`config.mk`:
```
export PLATFORM = sky130hd
export DESIGN_NAME = knight_cmd_rx
export DESIGN_NICKNAME = d
export VERILOG_FILES = /design/src/rtl/knight_pkg.sv /design/src/rtl/knight_uart_phy.sv /design/src/rtl/knight_cmd_rx.sv
export SDC_FILE = /design/constraint.sdc
export NUM_CORES = 1
export LEC_CHECK = 0
export CORE_MARGIN = 10
export CORE_UTILIZATION = 58
export CTS_CLUSTER_DIAMETER = 120
export DETAILED_ROUTE_END_ITERATION = 16
export PLACE_DENSITY = 0.9
export SYNTH_ARGS = -nofsm -noshare
export SYNTH_HDL_FRONTEND = slang
export SYNTH_HIERARCHICAL = 1
export SYNTH_SLANG_ARGS = --single-unit
```
`constraint.sdc`:
```
create_clock -name clk -period 4.1 [get_ports clk]
set_clock_uncertainty 0.05 [all_clocks]
set_input_delay 1.025 -clock clk [delete_from_list [all_inputs] [get_ports clk]]
set_output_delay 1.025 -clock clk [all_outputs]
set_load 0.1 [all_outputs]
```
`src/rtl/knight_pkg.sv`:
```
// Shared types and constants for the knight remote command link.
//   asm_state_t : command assembly FSM states (high byte, then low byte)
//   tx_state_t  : response transmitter states
//   rx_state_t  : frame receiver states
//   ACK_BYTE    : response byte the robot returns to acknowledge a command
package knight_pkg;

   typedef enum logic {WAIT_HIGH, WAIT_LOW} asm_state_t;
   typedef enum logic {TX_IDLE, TX_SHIFT} tx_state_t;
   typedef enum logic {RX_IDLE, RX_BUSY} rx_state_t;

   localparam logic [7:0] ACK_BYTE = 8'hA5;

endpackage

```
`src/rtl/knight_uart_phy.sv`:
```
// 8N1 serial PHY: RX synchronizer and sampler, TX shifter.
// Ports:
//   clk, rst   : clock, asynchronous active-high reset
//   rx         : raw serial input (idle high, asynchronous to clk)
//   tx         : serial output (idle high)
//   rx_active  : a frame is being received (including the start-detect cycle)
//   rx_done    : one-cycle strobe in the stop-sample cycle, good stop bit
//   rx_err     : one-cycle strobe in the stop-sample cycle, stop bit read 0
//   rx_byte    : received data byte, valid while rx_done is high
//   tx_data    : byte to transmit, latched when tx_start is high
//   tx_req     : transmit request; ignored while a frame is shifting out
//   tx_start   : request accepted this cycle
//   tx_done    : strobe in the last cycle of the stop bit
module knight_uart_phy
   import knight_pkg::*;
#(
   parameter int BAUD_DIV = 2604
) (
   input  logic       clk,
   input  logic       rst,
   input  logic       rx,
   output logic       tx,
   output logic       rx_active,
   output logic       rx_done,
   output logic       rx_err,
   output logic [7:0] rx_byte,
   input  logic [7:0] tx_data,
   input  logic       tx_req,
   output logic       tx_start,
   output logic       tx_done
);

   localparam int CNT_W = (BAUD_DIV > 2) ? $clog2(BAUD_DIV) : 1;

   logic             rx_p0, rx_p1, rx_p2;
   rx_state_t        rx_state, rx_next;
   logic [CNT_W-1:0] rx_cnt;
   logic [3:0]       rx_idx;
   logic             rx_fall, rx_sample;

   tx_state_t        tx_state, tx_next;
   logic [CNT_W-1:0] tx_cnt;
   logic [3:0]       tx_idx;
   logic [9:0]       tx_sh;

   // synchronizer stages; rx_p2 only remembers the previous synchronized level
   always_ff @(posedge clk or posedge rst) begin
      if (rst) begin
         rx_p0 <= 1'b1;
         rx_p1 <= 1'b1;
         rx_p2 <= 1'b1;
      end else begin
         rx_p0 <= rx;
         rx_p1 <= rx_p0;
         rx_p2 <= rx_p1;
      end
   end

   // edge rather than level start detect, so a line still low after a bad
   // stop bit cannot retrigger a frame
   assign rx_fall   = rx_p2 & ~rx_p1;
   assign rx_sample = (rx_state == RX_BUSY) && (rx_cnt == '0);
   assign rx_active = (rx_state == RX_BUSY) || rx_fall;

   always_ff @(posedge clk or posedge rst) begin
      if (rst) rx_state <= RX_IDLE;
      else     rx_state <= rx_next;
   end

   always_comb begin
      rx_next = rx_state;
      rx_done = 1'b0;
      rx_err  = 1'b0;
      case (rx_state)
         RX_IDLE: if (rx_fall) rx_next = RX_BUSY;
         RX_BUSY: begin
            if (rx_sample) begin
               if (rx_idx == 4'd0 && rx_p1) begin
                  rx_next = RX_IDLE;          // start glitch
               end else if (rx_idx == 4'd9) begin
                  rx_next = RX_IDLE;
                  rx_done = rx_p1;
                  rx_err  = ~rx_p1;
               end
            end
         end
         default: rx_next = RX_IDLE;
      endcase
   end

   // first sample lands mid start bit, then one sample per bit period
   always_ff @(posedge clk or posedge rst) begin
      if (rst) begin
         rx_cnt <= '0;
         rx_idx <= '0;
      end else if (rx_state == RX_IDLE) begin
         rx_cnt <= CNT_W'(BAUD_DIV / 2 - 1);
         rx_idx <= '0;
      end else if (rx_cnt == '0) begin
         rx_cnt <= CNT_W'(BAUD_DIV - 1);
         rx_idx <= rx_idx + 4'd1;
      end else begin
         rx_cnt <= rx_cnt - CNT_W'(1);
      end
   end

   always_ff @(posedge clk) begin
      if (rx_sample && rx_idx != 4'd0 && rx_idx != 4'd9)
         rx_byte <= {rx_p1, rx_byte[7:1]};
   end

   assign tx_start = tx_req && (tx_state == TX_IDLE);
   assign tx_done  = (tx_state == TX_SHIFT) && (tx_cnt == '0) && (tx_idx == 4'd9);

   always_ff @(posedge clk or posedge rst) begin
      if (rst) tx_state <= TX_IDLE;
      else     tx_state <= tx_next;
   end

   always_comb begin
      tx_next = tx_state;
      case (tx_state)
         TX_IDLE:  if (tx_req)  tx_next = TX_SHIFT;
         TX_SHIFT: if (tx_done) tx_next = TX_IDLE;
         default:  tx_next = TX_IDLE;
      endcase
   end

   // ones are shifted in behind the frame so the line rests high
   always_ff @(posedge clk or posedge rst) begin
      if (rst) begin
         tx_sh  <= '1;
         tx_cnt <= '0;
         tx_idx <= '0;
      end else if (tx_start) begin
         tx_sh  <= {1'b1, tx_data, 1'b0};
         tx_cnt <= CNT_W'(BAUD_DIV - 1);
         tx_idx <= '0;
      end else if (tx_state == TX_SHIFT) begin
         if (tx_cnt == '0) begin
            tx_sh  <= {1'b1, tx_sh[9:1]};
            tx_cnt <= CNT_W'(BAUD_DIV - 1);
            tx_idx <= tx_idx + 4'd1;
         end else begin
            tx_cnt <= tx_cnt - CNT_W'(1);
         end
      end
   end

   assign tx = tx_sh[0];

endmodule

```
`src/rtl/knight_cmd_rx.sv`:
```
// Robot-side endpoint of the two-byte remote command link.
// Ports:
//   clk, rst    : clock, asynchronous active-high reset
//   RX, TX      : 8N1 serial in / out, both idle high
//   cmd         : last complete command {high byte, low byte}
//   cmd_rdy     : command available; cleared by clr_cmd_rdy or a new high byte
//   clr_cmd_rdy : consumer acknowledge
//   resp        : response byte, latched on send_resp
//   send_resp   : start a response frame (ignored while one is in flight)
//   resp_sent   : response frame fully shifted out
//   frame_err   : one-cycle pulse on a bad stop bit
module knight_cmd_rx
   import knight_pkg::*;
#(
   parameter int BAUD_DIV     = 2604,
   parameter int TIMEOUT_BITS = 40
) (
   input  logic        clk,
   input  logic        rst,
   input  logic        RX,
   output logic        TX,
   output logic [15:0] cmd,
   output logic        cmd_rdy,
   input  logic        clr_cmd_rdy,
   input  logic [7:0]  resp,
   input  logic        send_resp,
   output logic        resp_sent,
   output logic        frame_err
);

   localparam int TMO_CYC = TIMEOUT_BITS * BAUD_DIV;
   localparam int TMO_W   = $clog2(TMO_CYC + 1);

   logic             rx_active, rx_done, rx_err, tx_start, tx_done;
   logic [7:0]       rx_byte;
   logic [7:0]       hi_byte;
   logic [TMO_W-1:0] tmo;
   logic             hi_done, lo_done;
   asm_state_t       asm_state, asm_next;

   knight_uart_phy #(.BAUD_DIV(BAUD_DIV)) u_phy (
      .clk       (clk),
      .rst       (rst),
      .rx        (RX),
      .tx        (TX),
      .rx_active (rx_active),
      .rx_done   (rx_done),
      .rx_err    (rx_err),
      .rx_byte   (rx_byte),
      .tx_data   (resp),
      .tx_req    (send_resp),
      .tx_start  (tx_start),
      .tx_done   (tx_done)
   );

   assign hi_done = rx_done && (asm_state == WAIT_HIGH);
   assign lo_done = rx_done && (asm_state == WAIT_LOW);

   always_ff @(posedge clk or posedge rst) begin
      if (rst) asm_state <= WAIT_HIGH;
      else     asm_state <= asm_next;
   end

   always_comb begin
      asm_next = asm_state;
      if (rx_err) begin
         asm_next = WAIT_HIGH;
      end else begin
         case (asm_state)
            WAIT_HIGH: if (rx_done) asm_next = WAIT_LOW;
            WAIT_LOW: begin
               if (rx_done)                        asm_next = WAIT_HIGH;
               else if (!rx_active && tmo == '0)   asm_next = WAIT_HIGH;
            end
            default: asm_next = WAIT_HIGH;
         endcase
      end
   end

   // timeout only runs while the line is idle between the two bytes
   always_ff @(posedge clk or posedge rst) begin
      if (rst) begin
         tmo <= '0;
      end else if (hi_done) begin
         tmo <= TMO_W'(TMO_CYC);
      end else if (asm_state == WAIT_LOW && !rx_active && tmo != '0) begin
         tmo <= tmo - TMO_W'(1);
      end
   end

   always_ff @(posedge clk) begin
      if (hi_done) hi_byte <= rx_byte;
   end

   // set takes priority over any clear in the same cycle
   always_ff @(posedge clk or posedge rst) begin
      if (rst) begin
         cmd     <= '0;
         cmd_rdy <= 1'b0;
      end else if (lo_done) begin
         cmd     <= {hi_byte, rx_byte};
         cmd_rdy <= 1'b1;
      end else if (clr_cmd_rdy || hi_done) begin
         cmd_rdy <= 1'b0;
      end
   end

   always_ff @(posedge clk or posedge rst) begin
      if (rst) begin
         frame_err <= 1'b0;
         resp_sent <= 1'b0;
      end else begin
         frame_err <= rx_err;
         if (tx_start)     resp_sent <= 1'b0;
         else if (tx_done) resp_sent <= 1'b1;
      end
   end

endmodule

```
==> results of run 1 <==
==> routing by layer <==
layer	GRT usage [%]	up-vias	part of all wire, %	wire length [µm]
li1	-	1538	-	-
met1	19.4	1652	42	3840
met2	26.9	97	50	4580
met3	4.84	9	6.6	602
met4	4.61	0	1.0	93
met5	0	-	0	0
==> sequential cells by signal (all words and copies together), names as in the netlist <==
signal and cells:
u_phy/tx_state 1, u_phy/tx_idx 4, asm_state 1, u_phy/tx_sh 9, hi_byte 8, cmd_rdy 1, u_phy/rx_p0 1, tmo 17
u_phy/rx_p1 1, u_phy/rx_cnt 12, u_phy/rx_byte 8, u_phy/rx_idx 4, u_phy/rx_p2 1, u_phy/rx_state 1, cmd 16, u_phy/tx_cnt 12
resp_sent 1, frame_err 1
==> stage by stage <==
step / power, mW / hold WS, ps / instance area (µm²) / instances
finish: 2.22 / 298 / 5190 / 546
global route: 2.33 / 306 / 5190 / 546
CTS: 2.23 / 302 / 5190 / 546
detailed placement: 1.63 / 297 / 5010 / 530
global placement: 1.60 / 297 / 5010 / 530
floorplan: 1.52 / 295 / 4590 / 404
==> layout make-up <==
type / count / area [µm²]
fillers: 545 / 2530
clock buffers: 11 / 131
well taps: 102 / 128
flip-flops and latches: 99 / 2570
multi-input cells: 275 / 1890
repair buffers: 35 / 343
clock inverters: 5 / 55.1
inverters: 19 / 71.3
==> logic make-up after synthesis <==
| logic type | Yosys count |
|---|---|
| and+or+nand+nor | 157 |
| buffers and inverters | 30 |
| muxes | 21 |
| AOI/OAI and AO/OA | 76 |
| xor gates and xnor gates | 11 |
| DFF | 99 |
| adders and majority gates | 10 |
==> final timing paths <==
check / cells past startpoint / slack [ps] / endpoint
worst max-delay path: 11 / 460 / tmo[2]
worst min-delay path: 0 / 300 / u_phy/rx_p1
worst max register to register: 11 / 460 / tmo[2]
worst min register to register: 0 / 300 / u_phy/rx_p1
max in group asynchronous: 3 / 2240 / u_phy/tx_sh[5]
min in group asynchronous: 2 / 930 / u_phy/tx_idx[2]
==> cell usage after synthesis, types with 6 or more instances <==
master,count
dfrtp_1,71
nand2_1,44
nor2_1,34
inv_1,19
edfxtp_1,16
mux2_2,16
nand3_1,16
o21ai_0,14
dfstp_2,12
nand4_1,11
nor3_1,11
a21oi_1,10
ha_1,10
a22oi_1,7
xor2_1,7
clkbuf_1,6
nor4_1,6
==> where the power goes <==
part	internal, mW	switching [mW]	total [mW]	leakage [nW]
Sequential	1.11	0.162	1.27	1.19
Clock	0.281	0.315	0.596	0.0909
Combinational	0.155	0.196	0.351	0.980
==> critical path, cell delays in order, from the launching register on <==
cell and delay (ps):
dfrtp_1 420, inv_1 100, ha_1 140, nor4b_2 410, and3_1 430, nand2_4 90
nor4_1 590, nand2b_1 390, inv_1 590, nor2_1 110, o21ai_0 110, a311oi_1 70
==> impl_metrics.ini, run 1 <==
[outcome]
status = complete, no violations

[global_routing]
grt_overflow = 0
grt_usage_pct = 16.0
grt_max_degree = 38
grt_pass1_vias = 3243
grt_pass1_wl_um = 15400
antenna_found_initial = 0

[synthesis]
synth_edf_count = 16
synthFlopType = dfrtp_1
syn_avg_cell_area_um2 = 11.4
postSynthNetCount = 427
yosysTopAreaCellShare_pct = 38.7
synth_top_area_cell = dfrtp_1
synth_seq_area_share_pct = 56.0
synthAdderAreaFrac_pct = 2.73
synth.distinct_cells = 65
synth-simple-area-share_pct = 19.5
synth_area_leaders = dfrtp_1 (39%), edfxtp_1 (10%), dfstp_2 (6.9%), mux2_2 (3.9%), nand2_1 (3.6%)
synth_cells = 404
synth_seq_cells = 99
synth_compound_area_share_pct = 11.9
synth_top_family_by_area = simple AND/OR/NAND/NOR gates
ys_warn_count = 6
muxShareOfSynthArea_pct = 5.01
synth_xor_area_share_pct = 2.10
syn_area_um2 = 4590
synth_async_sr_flop_share_pct = 83.8

[hold_path]
min-delay-start = u_phy/rx_p0
hp-class = reg2reg

[critical_path]
worstPathRequired_ps = 4270
crit_type = reg2reg
endpoint_kind = register
worstPathMaxFanout = 18
start_kind = register
r2r-start = u_phy/rx_cnt[0]
arrival_ps = 3810
cp-startpoint = u_phy/rx_cnt[0]

[placement]
dp_hpwl_um = 6580
port_buffers = 32
pre_cts_slack_ps = 465
gp_congestion = 0.897

[die]
core_area_um2 = 7730
dieHeight_um = 109
io_pins = 33
die_area_um2 = 11900
start_util_pct = 59.4
die_w_um = 109
num_rows = 32

[clock_network]
ctsRootBufferMaster = clkbuf_8
cts_resized = 0
tritoncts = built
cts_max_path_buffers = 2
clk_latency_ps = 360
numCtsBuffers = 9
cts.sinks = 99
path_clk_slew_ps = 100
post-cts-setup-buffers = 0
cts-hold-fix-buffers = 0
cts_max_level = 3

[pwr]
leakage_nw = 2.26
p_per_area_nw_per_um2 = 427
irDropWorstVdd_uv = 269

[sta]
finalCritPeriodShare_pct = 88.8
hold_viol = 0
rsz0062_at_grt = false
slew_violations = 0
tns_ps = 0
finalSetupViolations = 0
slew_headroom_pct = 33.5
worst_pin_slew_ps = 995
timing.final.ws_setup_ps = 457
max_freq_mhz = 275
fin_crit_ps = 3640

[final_layout]
antenna_cells = 0
final_util_pct = 67.2
layout_common_cells = dfrtp_1 (71), nand2_1 (44), nor2_1 (34)
layout_commonest_cell = dfrtp_1
nNetsFinal = 462
drive_above_1_share_pct = 14.6
area_delta_synth_final_pct = 13.1

[routing]
via_per_inst = 6.04
dr.pass1.iters = 6
drt_iter0_drc = 202
ant_nets = 0
routedWlPerCell_um = 16.7
vias = 3296
wirelength_um = 9110
drc_errors = 0

[flow_run]
maxCapViolCount = 0
Power figures use the tool's default switching activity.
==> run 2, diff against run 1 <==
--- a/config.mk
+++ b/config.mk
@@ -10,6 +10,7 @@
 export CTS_CLUSTER_DIAMETER = 120
 export DETAILED_ROUTE_END_ITERATION = 16
 export PLACE_DENSITY = 0.9
+export RECOVER_POWER = 50
 export SYNTH_ARGS = -nofsm -noshare
 export SYNTH_HDL_FRONTEND = slang
 export SYNTH_HIERARCHICAL = 1
==> impl_metrics.ini, run 2 (synthesis results as in run 1) <==
[outcome]
status = finished, violations left
violations = capacitance limit, slew limit

[sta]
max_freq_mhz = 274
worst_pin_slew_ps = 2110
finalSetupViolations = 0
finalCritPeriodShare_pct = 88.9
hold_viol = 0
slew_violations = 76
tns_ps = 0
rsz0062_at_grt = false
slew_headroom_pct = -40.4
fin_crit_ps = 3640

[pwr]
swShare_pct = 30.3
leakage_nw = 2.25
p_per_area_nw_per_um2 = 427
pwr-share-seq_pct = 57.4
irDropWorstVdd_uv = 267
p_sw_mw = 0.671
comb_power_share_pct = 15.7
p_clk_share_pct = 26.9
p_int_mw = 1.54

[final_layout]
layout_commonest_cell = dfrtp_1
top_register = tmo
antenna_cells = 0
area_delta_synth_final_pct = 12.9
largest_register_ffs = 17
nNetsFinal = 462
drive_above_1_share_pct = 14.0
postLayoutCellArea_um2 = 5180
top_regs = tmo (17), cmd (16)
layout_common_cells = dfrtp_1 (71), nand2_1 (44), nor2_1 (34)

[clock_network]
cts-hold-fix-buffers = 0
post-cts-setup-buffers = 0
cts_max_path_buffers = 2
clk_latency_ps = 360
path_clk_slew_ps = 100
cts_max_level = 3
tritoncts = built
numCtsBuffers = 9
cts_resized = 0
cts.sinks = 99
ctsRootBufferMaster = clkbuf_8

[placement]
port_buffers = 32
gp_congestion = 0.897
dp_hpwl_um = 6580
dpl_cell_area_um2 = 5010

[critical_path]
start_kind = register
arrival_ps = 3810
endpoint_kind = register
cp-startpoint = u_phy/rx_cnt[0]
r2r_setup_slack_ps = 460
r2r-start = u_phy/rx_cnt[0]
worstPathMaxFanout = 18
worstPathRequired_ps = 4260
crit_type = reg2reg

[global_routing]
grt_pass1_vias = 3243
use_met3_pct = 4.84
grt_pass1_wl_um = 15400
grtUsageMet2_pct = 26.9
grt_overflow = 0
met1_usage_pct = 19.4
grt_max_degree = 38
grt_usage_pct = 16.0
grt_busiest_layer = met2
antenna_found_initial = 0

[routing]
via_per_inst = 6.02
drt_iter0_drc = 196
ant_nets = 0
vias = 3287
routedWlPerCell_um = 16.6
wirelength_um = 9070
dr.pass1.iters = 5
drc_errors = 0

[die]
die_w_um = 109
num_rows = 32
die_area_um2 = 11900
io_pins = 33
core_area_um2 = 7730
dieHeight_um = 109
start_util_pct = 59.4

[flow_run]
maxCapViolCount = 2

[hold_path]
min-delay-start = u_phy/rx_p0
hp-class = reg2reg
## run 2: cell count changes in the layout (fill, tap and decap cells not counted), sizes merged
cell,change
clkdlybuf4s50,-3
dlygate4sd3,+3
clkbuf,+2
buf,-2
## run 2: cell type report
class,instances,area [µm²]
multi-input cells,275,1890
clock inverters,5,55.1
flip-flops and latches,99,2570
well taps,102,128
fillers,549,2540
clock buffers,11,131
inverters,19,71.3
repair buffers,35,335
## run 2: power by group through the flow
stage / Clock [mW] / Sequential [mW] / Combinational, mW
4_1_cts: 0.612 / 1.27 / 0.349
2_1_floorplan: 0 / 1.27 / 0.255
3_5_place_dp: 0 / 1.29 / 0.347
5_1_grt: 0.649 / 1.29 / 0.391
3_3_place_gp: 0 / 1.27 / 0.330
6_report: 0.595 / 1.27 / 0.348
## run 2: worst paths after layout
check | endpoint | depth (start not counted)
setup / recovery | tmo[2] | 11
hold / removal | u_phy/rx_p1 | 0
setup reg to reg | tmo[2] | 11
hold reg to reg | u_phy/rx_p1 | 0
max in group asynchronous | u_phy/rx_cnt[2] | 3
min in group asynchronous | u_phy/tx_idx[2] | 2
## run 2: metrics by stage
| step | power (mW) | setup WS (ps) | hold slack, ps | utilization (%) | cells |
|---|---|---|---|---|---|
| 6_report | 2.21 | 457 | 304 | 67.1 | 546 |
| 5_1_grt | 2.33 | 157 | 312 | 67.1 | 546 |
| 4_1_cts | 2.23 | 468 | 302 | 67.2 | 546 |
| 3_5_place_dp | 1.63 | 465 | 297 | 64.8 | 530 |
| 3_3_place_gp | 1.60 | 780 | 297 | 64.8 | 530 |
| 2_1_floorplan | 1.52 | 1080 | 295 | - | 404 |
## run 2: critical path, stage by stage, from the launching register on
cell and delay (ps):
dfrtp_1 420, inv_1 100, ha_1 140, nor4b_2 410, and3_1 430, nand2_4 90
nor4_1 590, nand2b_1 390, inv_1 590, nor2_1 110, o21ai_0 110, a311oi_1 70
## run 2: layer usage
| metal | wire length (µm) | share of wire (%) |
|---|---|---|
| met5 | 0 | 0 |
| met3 | 636 | 7.0 |
| met2 | 4530 | 50 |
| met4 | 99 | 1.1 |
| met1 | 3800 | 42 |
